<file path="config.mk">
export PLATFORM = sky130hd
export DESIGN_NAME = aes_inv_round_step
export DESIGN_NICKNAME = d
export VERILOG_FILES = /design/src/rtl/aes_pkg.sv /design/src/rtl/aes_inv_sbox.sv /design/src/rtl/aes_inv_round_step.sv
export SDC_FILE = /design/constraint.sdc
export NUM_CORES = 2
export LEC_CHECK = 0
export ABC_CLOCK_PERIOD_IN_PS = 1700
export BUFFER_PORTS_ARGS = -buffer_cell sky130_fd_sc_hd__buf_2
export CAP_MARGIN = 5
export CELL_PAD_IN_SITES_DETAIL_PLACEMENT = 1
export CELL_PAD_IN_SITES_GLOBAL_PLACEMENT = 2
export CORE_ASPECT_RATIO = 1.1
export CORE_MARGIN = 2
export CORE_UTILIZATION = 39
export DETAILED_ROUTE_END_ITERATION = 8
export PLACE_DENSITY = 0.95
export SLEW_MARGIN = 20
export SYNTH_ARGS = -nofsm -noshare
export SYNTH_HDL_FRONTEND = slang
export SYNTH_SLANG_ARGS = --single-unit
</file>
<file path="constraint.sdc">
create_clock -name clk -period 1.7 [get_ports clk]
set_input_delay 0.085 -clock clk [delete_from_list [all_inputs] [get_ports clk]]
set_output_delay 0.085 -clock clk [all_outputs]
set_load 0.03 [all_outputs]
</file>
<file path="src/rtl/aes_pkg.sv">
// Shared types, the FIPS-197 inverse S-box table and byte-level helpers
// for the AES inverse round datapath.
package aes_pkg;

  typedef logic [7:0]   byte_t;
  typedef logic [127:0] state_t;

  // FIPS-197 inverse S-box, indexed by the input byte
  localparam byte_t INV_SBOX [256] = '{
    8'h52, 8'h09, 8'h6a, 8'hd5, 8'h30, 8'h36, 8'ha5, 8'h38, 8'hbf, 8'h40, 8'ha3, 8'h9e, 8'h81, 8'hf3, 8'hd7, 8'hfb,
    8'h7c, 8'he3, 8'h39, 8'h82, 8'h9b, 8'h2f, 8'hff, 8'h87, 8'h34, 8'h8e, 8'h43, 8'h44, 8'hc4, 8'hde, 8'he9, 8'hcb,
    8'h54, 8'h7b, 8'h94, 8'h32, 8'ha6, 8'hc2, 8'h23, 8'h3d, 8'hee, 8'h4c, 8'h95, 8'h0b, 8'h42, 8'hfa, 8'hc3, 8'h4e,
    8'h08, 8'h2e, 8'ha1, 8'h66, 8'h28, 8'hd9, 8'h24, 8'hb2, 8'h76, 8'h5b, 8'ha2, 8'h49, 8'h6d, 8'h8b, 8'hd1, 8'h25,
    8'h72, 8'hf8, 8'hf6, 8'h64, 8'h86, 8'h68, 8'h98, 8'h16, 8'hd4, 8'ha4, 8'h5c, 8'hcc, 8'h5d, 8'h65, 8'hb6, 8'h92,
    8'h6c, 8'h70, 8'h48, 8'h50, 8'hfd, 8'hed, 8'hb9, 8'hda, 8'h5e, 8'h15, 8'h46, 8'h57, 8'ha7, 8'h8d, 8'h9d, 8'h84,
    8'h90, 8'hd8, 8'hab, 8'h00, 8'h8c, 8'hbc, 8'hd3, 8'h0a, 8'hf7, 8'he4, 8'h58, 8'h05, 8'hb8, 8'hb3, 8'h45, 8'h06,
    8'hd0, 8'h2c, 8'h1e, 8'h8f, 8'hca, 8'h3f, 8'h0f, 8'h02, 8'hc1, 8'haf, 8'hbd, 8'h03, 8'h01, 8'h13, 8'h8a, 8'h6b,
    8'h3a, 8'h91, 8'h11, 8'h41, 8'h4f, 8'h67, 8'hdc, 8'hea, 8'h97, 8'hf2, 8'hcf, 8'hce, 8'hf0, 8'hb4, 8'he6, 8'h73,
    8'h96, 8'hac, 8'h74, 8'h22, 8'he7, 8'had, 8'h35, 8'h85, 8'he2, 8'hf9, 8'h37, 8'he8, 8'h1c, 8'h75, 8'hdf, 8'h6e,
    8'h47, 8'hf1, 8'h1a, 8'h71, 8'h1d, 8'h29, 8'hc5, 8'h89, 8'h6f, 8'hb7, 8'h62, 8'h0e, 8'haa, 8'h18, 8'hbe, 8'h1b,
    8'hfc, 8'h56, 8'h3e, 8'h4b, 8'hc6, 8'hd2, 8'h79, 8'h20, 8'h9a, 8'hdb, 8'hc0, 8'hfe, 8'h78, 8'hcd, 8'h5a, 8'hf4,
    8'h1f, 8'hdd, 8'ha8, 8'h33, 8'h88, 8'h07, 8'hc7, 8'h31, 8'hb1, 8'h12, 8'h10, 8'h59, 8'h27, 8'h80, 8'hec, 8'h5f,
    8'h60, 8'h51, 8'h7f, 8'ha9, 8'h19, 8'hb5, 8'h4a, 8'h0d, 8'h2d, 8'he5, 8'h7a, 8'h9f, 8'h93, 8'hc9, 8'h9c, 8'hef,
    8'ha0, 8'he0, 8'h3b, 8'h4d, 8'hae, 8'h2a, 8'hf5, 8'hb0, 8'hc8, 8'heb, 8'hbb, 8'h3c, 8'h83, 8'h53, 8'h99, 8'h61,
    8'h17, 8'h2b, 8'h04, 8'h7e, 8'hba, 8'h77, 8'hd6, 8'h26, 8'he1, 8'h69, 8'h14, 8'h63, 8'h55, 8'h21, 8'h0c, 8'h7d
  };

  // Byte k = bits [127-8k -: 8]; row = k mod 4, column = k div 4.
  // Row r is rotated right by r: out[r][c] = in[r][(c - r) mod 4].
  function automatic state_t inv_shift_rows(state_t s);
    state_t r;
    r = '0;
    for (int unsigned c = 0; c < 4; c++) begin
      for (int unsigned row = 0; row < 4; row++) begin
        r[127 - 8 * (4 * c + row) -: 8] =
          s[127 - 8 * (4 * ((c + 4 - row) % 4) + row) -: 8];
      end
    end
    return r;
  endfunction

  function automatic state_t inv_sub_bytes(state_t s);
    state_t r;
    r = '0;
    for (int unsigned k = 0; k < 16; k++) begin
      r[127 - 8 * k -: 8] = INV_SBOX[s[127 - 8 * k -: 8]];
    end
    return r;
  endfunction

  function automatic state_t add_round_key(state_t s, state_t k);
    return s ^ k;
  endfunction

endpackage

</file>
<file path="src/rtl/aes_inv_sbox.sv">
// 8-bit combinational FIPS-197 inverse S-box lookup.
module aes_inv_sbox
  import aes_pkg::*;
(
  input  logic [7:0] byte_val,
  output logic [7:0] sub_val
);

  // table lookup, pure combinational
  always_comb begin
    sub_val = INV_SBOX[byte_val];
  end

endmodule

</file>
<file path="src/rtl/aes_inv_round_step.sv">
// One registered AES inverse-cipher step: InvShiftRows -> InvSubBytes ->
// AddRoundKey, or AddRoundKey only when key_only is set.
// Optional macro AES_SBOX_PIPE_EN: adds a register after InvSubBytes,
// moving AddRoundKey to a second stage (latency 2).
module aes_inv_round_step
  import aes_pkg::*;
#(
  parameter int NB = 4
) (
  input  logic         clk,
  input  logic         rst_n,
  input  logic         in_valid,
  input  logic         key_only,
  input  logic [127:0] state_in,
  input  logic [127:0] round_key,
  output logic         out_valid,
  output logic [127:0] state_out
);

  if (NB != 4) begin : g_nb_check
    $error("aes_inv_round_step: NB must be 4");
  end

  state_t shifted;
  state_t subbed;

  // row rotation is pure wiring
  always_comb begin
    shifted = inv_shift_rows(state_in);
  end

  for (genvar k = 0; k < 16; k++) begin : g_sbox
    aes_inv_sbox u_sbox (
      .byte_val (shifted[127 - 8 * k -: 8]),
      .sub_val  (subbed[127 - 8 * k -: 8])
    );
  end

`ifdef AES_SBOX_PIPE_EN

  logic   s1_valid;
  state_t s1_data;
  state_t s1_key;

  // stage 1: bypass select is resolved before the register, so key_only
  // travels as the choice of data rather than as a separate bit
  always_ff @(posedge clk or negedge rst_n) begin
    if (!rst_n) begin
      s1_valid <= 1'b0;
      s1_data  <= '0;
      s1_key   <= '0;
    end else begin
      s1_valid <= in_valid;
      if (in_valid) begin
        s1_data <= key_only ? state_in : subbed;
        s1_key  <= round_key;
      end
    end
  end

  // stage 2: AddRoundKey with the key captured alongside the data
  always_ff @(posedge clk or negedge rst_n) begin
    if (!rst_n) begin
      out_valid <= 1'b0;
      state_out <= '0;
    end else begin
      out_valid <= s1_valid;
      if (s1_valid) begin
        state_out <= add_round_key(s1_data, s1_key);
      end
    end
  end

`else

  // single stage: select full or key-only result and register it
  always_ff @(posedge clk or negedge rst_n) begin
    if (!rst_n) begin
      out_valid <= 1'b0;
      state_out <= '0;
    end else begin
      out_valid <= in_valid;
      if (in_valid) begin
        state_out <= add_round_key(key_only ? state_in : subbed, round_key);
      end
    end
  end

`endif

endmodule

</file>
==> flow_metrics.env, run 1 <==
export IMPL_gr_usage_all_layers_pct=98.8
export IMPL_synth_top_family_by_area="compound AO/OA/AOI/OAI gates"
export IMPL_ys_warn_count=0
export IMPL_synth_compound_area_share_pct=41.0
export IMPL_grt_max_degree=55
export IMPL_lastStage="global routing"
export IMPL_synthFlopType="dfrtp_1"
export IMPL_muxShareOfSynthArea_pct=11.1
export IMPL_synth_net_count=9426
export IMPL_synth_xor_area_share_pct=1.95
export IMPL_synth_area_um2=59700
export IMPL_cts_sinks=129
export IMPL_ys_types=93
export IMPL_synthAdderAreaFrac_pct=6.10
export IMPL_htree_num_levels=4
export IMPL_synth_cells=8875
export IMPL_grt_overflow=7890
export IMPL_hpwl_mm=366
export IMPL_grt_pass1_wl_mm=1190
export IMPL_grt_pass1_vias=147158
export IMPL_dieHeight_um=414
export IMPL_ys_async_sr_fraction_pct=100
export IMPL_postSynthAreaPerCell_um2=6.73
export IMPL_cts_root_buffer="clkbuf_16"
export IMPL_cts_made_buffers=17
export IMPL_die_w_um=377
export IMPL_gp_congestion=1.22
export IMPL_synth_edf_count=0
export IMPL_yosys_area_share_simple_pct=25.5
export IMPL_stop_error="[ERROR GRT-0116] Global routing finished with congestion. Check the congestion regions in the DRC Viewer."
export IMPL_synth_top_area_share_pct=7.73
export IMPL_synth_seq_cells=129
export IMPL_ys_seq_area_share_pct=5.40
export IMPL_port_buffers=388
export IMPL_status="stopped before the end"
export IMPL_io_pins=389
export IMPL_synthTopCellsByArea="mux4_2 7.7%, a21oi_1 6.7%, ha_1 6.1%"
export IMPL_clockBufferDepth=2
export IMPL_start_util_pct=39.3
export IMPL_synth_area_leader_cell="mux4_2"
export IMPL_num_rows=150
==> synth_stat cells (all sizes together), types with 205 or more instances <==
master,number
a21oi,800
nand2,717
nand3,284
clkbuf,644
ha,291
buf,454
o21ai,677
nor2,692
a31oi,219
nor2b,288
mux4,205
nor3,271
a211oi,206
nand2b,335
==> kinds of logic after synthesis <==
family          Yosys count
xor+xnor                133
compound gates         3577
flops                   129
fa+ha+maj               291
buf+inv                1274
mux                     396
simple gates           3075
==> through the flow <==
stage | util [%] | worst slack [ns] | cells | instance area, um2
global placement | 58.8 | -1.32 | 13413 | 89400
floorplan | - | -1.05 | 8875 | 65000
detailed placement | 58.8 | -1.57 | 13413 | 89400
CTS | 67.7 | -0.436 | 13872 | 103000
==> layer usage <==
metal / GRT usage [%] / overflow
met1: 92.8 / 412
met2: 112 / 4763
met3: 89.0 / 442
met4: 106 / 2192
met5: 77.7 / 81
==> repair_timing <==
action                                   CTS
endpoints found under the setup margin   128
resized for setup                       2141
hold buffers                             126
setup buffers                            331
pin swaps                                714
gates cloned                               6
hold endpoints to repair                 254
==> run 2: changes to the inputs <==
--- a/config.mk
+++ b/config.mk
@@ -8,13 +8,10 @@
 export ABC_CLOCK_PERIOD_IN_PS = 1700
 export BUFFER_PORTS_ARGS = -buffer_cell sky130_fd_sc_hd__buf_2
 export CAP_MARGIN = 5
-export CELL_PAD_IN_SITES_DETAIL_PLACEMENT = 1
-export CELL_PAD_IN_SITES_GLOBAL_PLACEMENT = 2
-export CORE_ASPECT_RATIO = 1.1
 export CORE_MARGIN = 2
-export CORE_UTILIZATION = 39
+export CORE_UTILIZATION = 35
 export DETAILED_ROUTE_END_ITERATION = 8
-export PLACE_DENSITY = 0.95
+export PLACE_DENSITY_LB_ADDON = 0.15
 export SLEW_MARGIN = 20
 export SYNTH_ARGS = -nofsm -noshare
 export SYNTH_HDL_FRONTEND = slang
==> flow_metrics.env, run 2 <==
export IMPL_synth_seq_cells=129
export IMPL_cts_tree="built"
export IMPL_critical_path_top_delay_family="buffers and inverters"
export IMPL_fin_ws_ns=-0.507
export IMPL_comb_power_share_pct=80.5
export IMPL_pwr_share_seq_pct=9.1
export IMPL_fin_crit_sh_pct=130
export IMPL_layout_common_cells="3242 x buf_4, 634 x a21oi_1, 630 x nand2_1, 562 x nor2_1, 461 x o21ai_0"
export IMPL_required_ns=2.17
export IMPL_cts_sinks=129
export IMPL_synth_commonest_cells="800 x a21oi_1, 716 x nand2_1, 685 x nor2_1"
export IMPL_p_leak_uw=0.0450
export IMPL_final_common_cell="buf_4"
export IMPL_yosysMostFrequentCell="a21oi_1"
export IMPL_cp_data_arrival_time_ns=2.68
export IMPL_violations="negative setup slack"
export IMPL_gp_congestion=1.09
export IMPL_wire_per_inst_um=28.1
export IMPL_postSynthAreaPerCell_um2=6.73
export IMPL_path_buf_inv=6
export IMPL_grt_max_degree=65
export IMPL_utilization_pct=63.2
export IMPL_cts_root_buffer="clkbuf_16"
export IMPL_crit_type="in2reg"
export IMPL_finalHoldViolCount=0
export IMPL_area_delta_synth_final_pct=79.2
export IMPL_wl_mm=403
export IMPL_peakVddDrop_mv=0.861
export IMPL_gr_usage_all_layers_pct=43.6
export IMPL_slowest_delay_ns=0.34
export IMPL_setup_viol=127
export IMPL_synthFlopType="dfrtp_1"
export IMPL_synth_net_count=9426
export IMPL_drt_first_pass_iters=6
export IMPL_largest_reg_flops=128
export IMPL_switching_share_pct=50.2
export IMPL_htree_num_levels=4
export IMPL_critPathMaxFanout=8
export IMPL_timing_fmax_mhz=453
export IMPL_fin_cells=14363
export IMPL_fin_setup_tns_ns=-30.25
export IMPL_start_util_pct=35.2
export IMPL_hpwl_mm=306
export IMPL_cts_made_buffers=17
export IMPL_remaining_drc_errors=0
export IMPL_grt_pass1_vias=90996
export IMPL_crit_path_frequent_cell="buf_4"
export IMPL_num_rows=151
export IMPL_reg_top3="state_out (128), out_valid (1)"
export IMPL_port_buffers=388
export IMPL_drive_gt1_share_pct=51.9
export IMPL_status="finished, violations left"
export IMPL_final_nets=12669
export IMPL_ys_warn_count=0
export IMPL_drtIter0Drc=14318
export IMPL_synth_top_area_share_pct=7.73
export IMPL_num_vias=95035
export IMPL_start_kind="input pin"
export IMPL_p_clk_share_pct=10.4
export IMPL_ant_nets=0
export IMPL_die_area_um2=174000
export IMPL_cts_clk_slew_worst_paths_ns=0.12
export IMPL_place_inst=13854
export IMPL_cellPowerDensity_nw_per_um2=417
export IMPL_grt_overflow=0
export IMPL_p_switching_uw=22400
export IMPL_grt_pass1_wl_mm=588
export IMPL_hp_class="in2async"
export IMPL_synth_cells=8875
export IMPL_antenna_found_initial=15
export IMPL_synth_edf_count=0
export IMPL_io_pins=389
export IMPL_end_kind="register"
export IMPL_drv_slew=0
export IMPL_tightestPinTransition_ns=0.910
export IMPL_dieHeight_um=417
export IMPL_synth_area_leader_cell="mux4_2"
export IMPL_clockBufferDepth=2
export IMPL_synthTopCellsByArea="mux4_2 7.7%, a21oi_1 6.7%, ha_1 6.1%"
export IMPL_fin_crit_ns=2.21
export IMPL_synth_area_um2=59700
export IMPL_holdWs_ns=0.0351
export IMPL_coreArea_um2=169000
export IMPL_top_register="state_out"
export IMPL_path_cells="buf_4 -> buf_12 -> buf_4 -> nor2b_1 -> buf_4 -> o21ai_0 -> o211ai_1 -> a31o_2 -> a211oi_1 -> buf_4 -> a221oi_2 -> buf_4 -> xnor2_1 -> mux2_2"
export IMPL_p_int_uw=22300
export IMPL_ys_types=93
export IMPL_clock_skew_ns=0
export IMPL_max_slew_margin_pct=38.4
export IMPL_rsz0062_at_grt="true"
export IMPL_reg2reg_slack_ns=0.26
export IMPL_vias_per_cell=6.62
export IMPL_ys_async_sr_fraction_pct=100
export IMPL_ys_seq_area_share_pct=5.40
export IMPL_drv_cap=0
export IMPL_pre_cts_slack_ns=-1.57
export IMPL_die_w_um=417
export IMPL_clock_latency_ns=0.58
export IMPL_slowest_stage="a211oi_1"
-- run 2: per-stage QoR --
stage / total power, uW / area [um2]
after floorplan: 19700 / 65000
after global placement: 33900 / 91700
after detailed placement: 33900 / 91700
after CTS: 42000 / 103000
after global routing: 46100 / 107000
final: 44700 / 107000
-- run 2: cells by family (layout without fill, tap and decap cells) --
logic type,after synthesis,after routing,synth area share (%)
simple gates,3075,3075,25.5
buf+inv,1274,4530,8.89
flops,129,129,5.40
compound gates,3577,3577,41.0
other cells,0,14,0
mux,396,396,11.1
xor+xnor,133,133,1.95
fa+ha+maj,291,291,6.10
-- run 2: area by class of cell --
| cell class | count | area [um2] |
|---|---|---|
| sequential | 129 | 3230 |
| inverter | 176 | 1010 |
| clock inverter | 15 | 185 |
| multi-input combinational | 7472 | 62300 |
| antenna | 14 | 35.0 |
| tap | 2218 | 2780 |
| clock buffer | 17 | 425 |
| fill | 14987 | 62400 |
| timing repair buffer | 4322 | 37000 |
-- run 2: worst reg2reg max path, delay by kind of cell, from the launching register on --
kind            cells  cell delay, ns
simple gates        2            0.58
flops               1            0.48
compound gates      1            0.27
-- run 2: power by group through the flow --
stage                     registers [uW]  logic, uW  clock network [uW]
after floorplan                     5100      14600                   0
after global placement              4090      29800                   0
final                               4070      36000                4630
after CTS                           4050      33300                4700
after global routing                4110      37200                4720
after detailed placement            4100      29800                   0
-- run 2: worst paths after layout --
| path | from | endpoint | depth (start not counted) |
|---|---|---|---|
| worst min register to register | state_out[55] | state_out[55] | 1 |
| worst max-delay path | state_in[72] | state_out[10] | 14 |
| worst max register to register | state_out[66] | state_out[66] | 3 |
| max in group asynchronous | rst_n | state_out[59] | 3 |
| worst min-delay path | rst_n | state_out[40] | 2 |
| min in group clk | state_in[55] | state_out[23] | 4 |
-- run 2: per-layer routing --
layer | GRT usage (%) | up-vias | share of wire [%]
met2 | 66.8 | 7380 | 43
met4 | 25.7 | 8 | 7.5
li1 | - | 40549 | -
met1 | 56.1 | 45299 | 38
met5 | 0 | - | 0.018
met3 | 9.19 | 1799 | 11
-- run 2: what timing repair did --
item | 4_1_cts | 5_1_grt
endpoints found under the setup margin | 128 | 128
resized for setup | 1618 | 775
hold buffers | 130 | 0
pin swaps | 694 | 561
cloned | 11 | 1
setup buffers | 291 | 99
hold endpoints to repair | 256 | 0
Power figures use the tool's default switching activity.
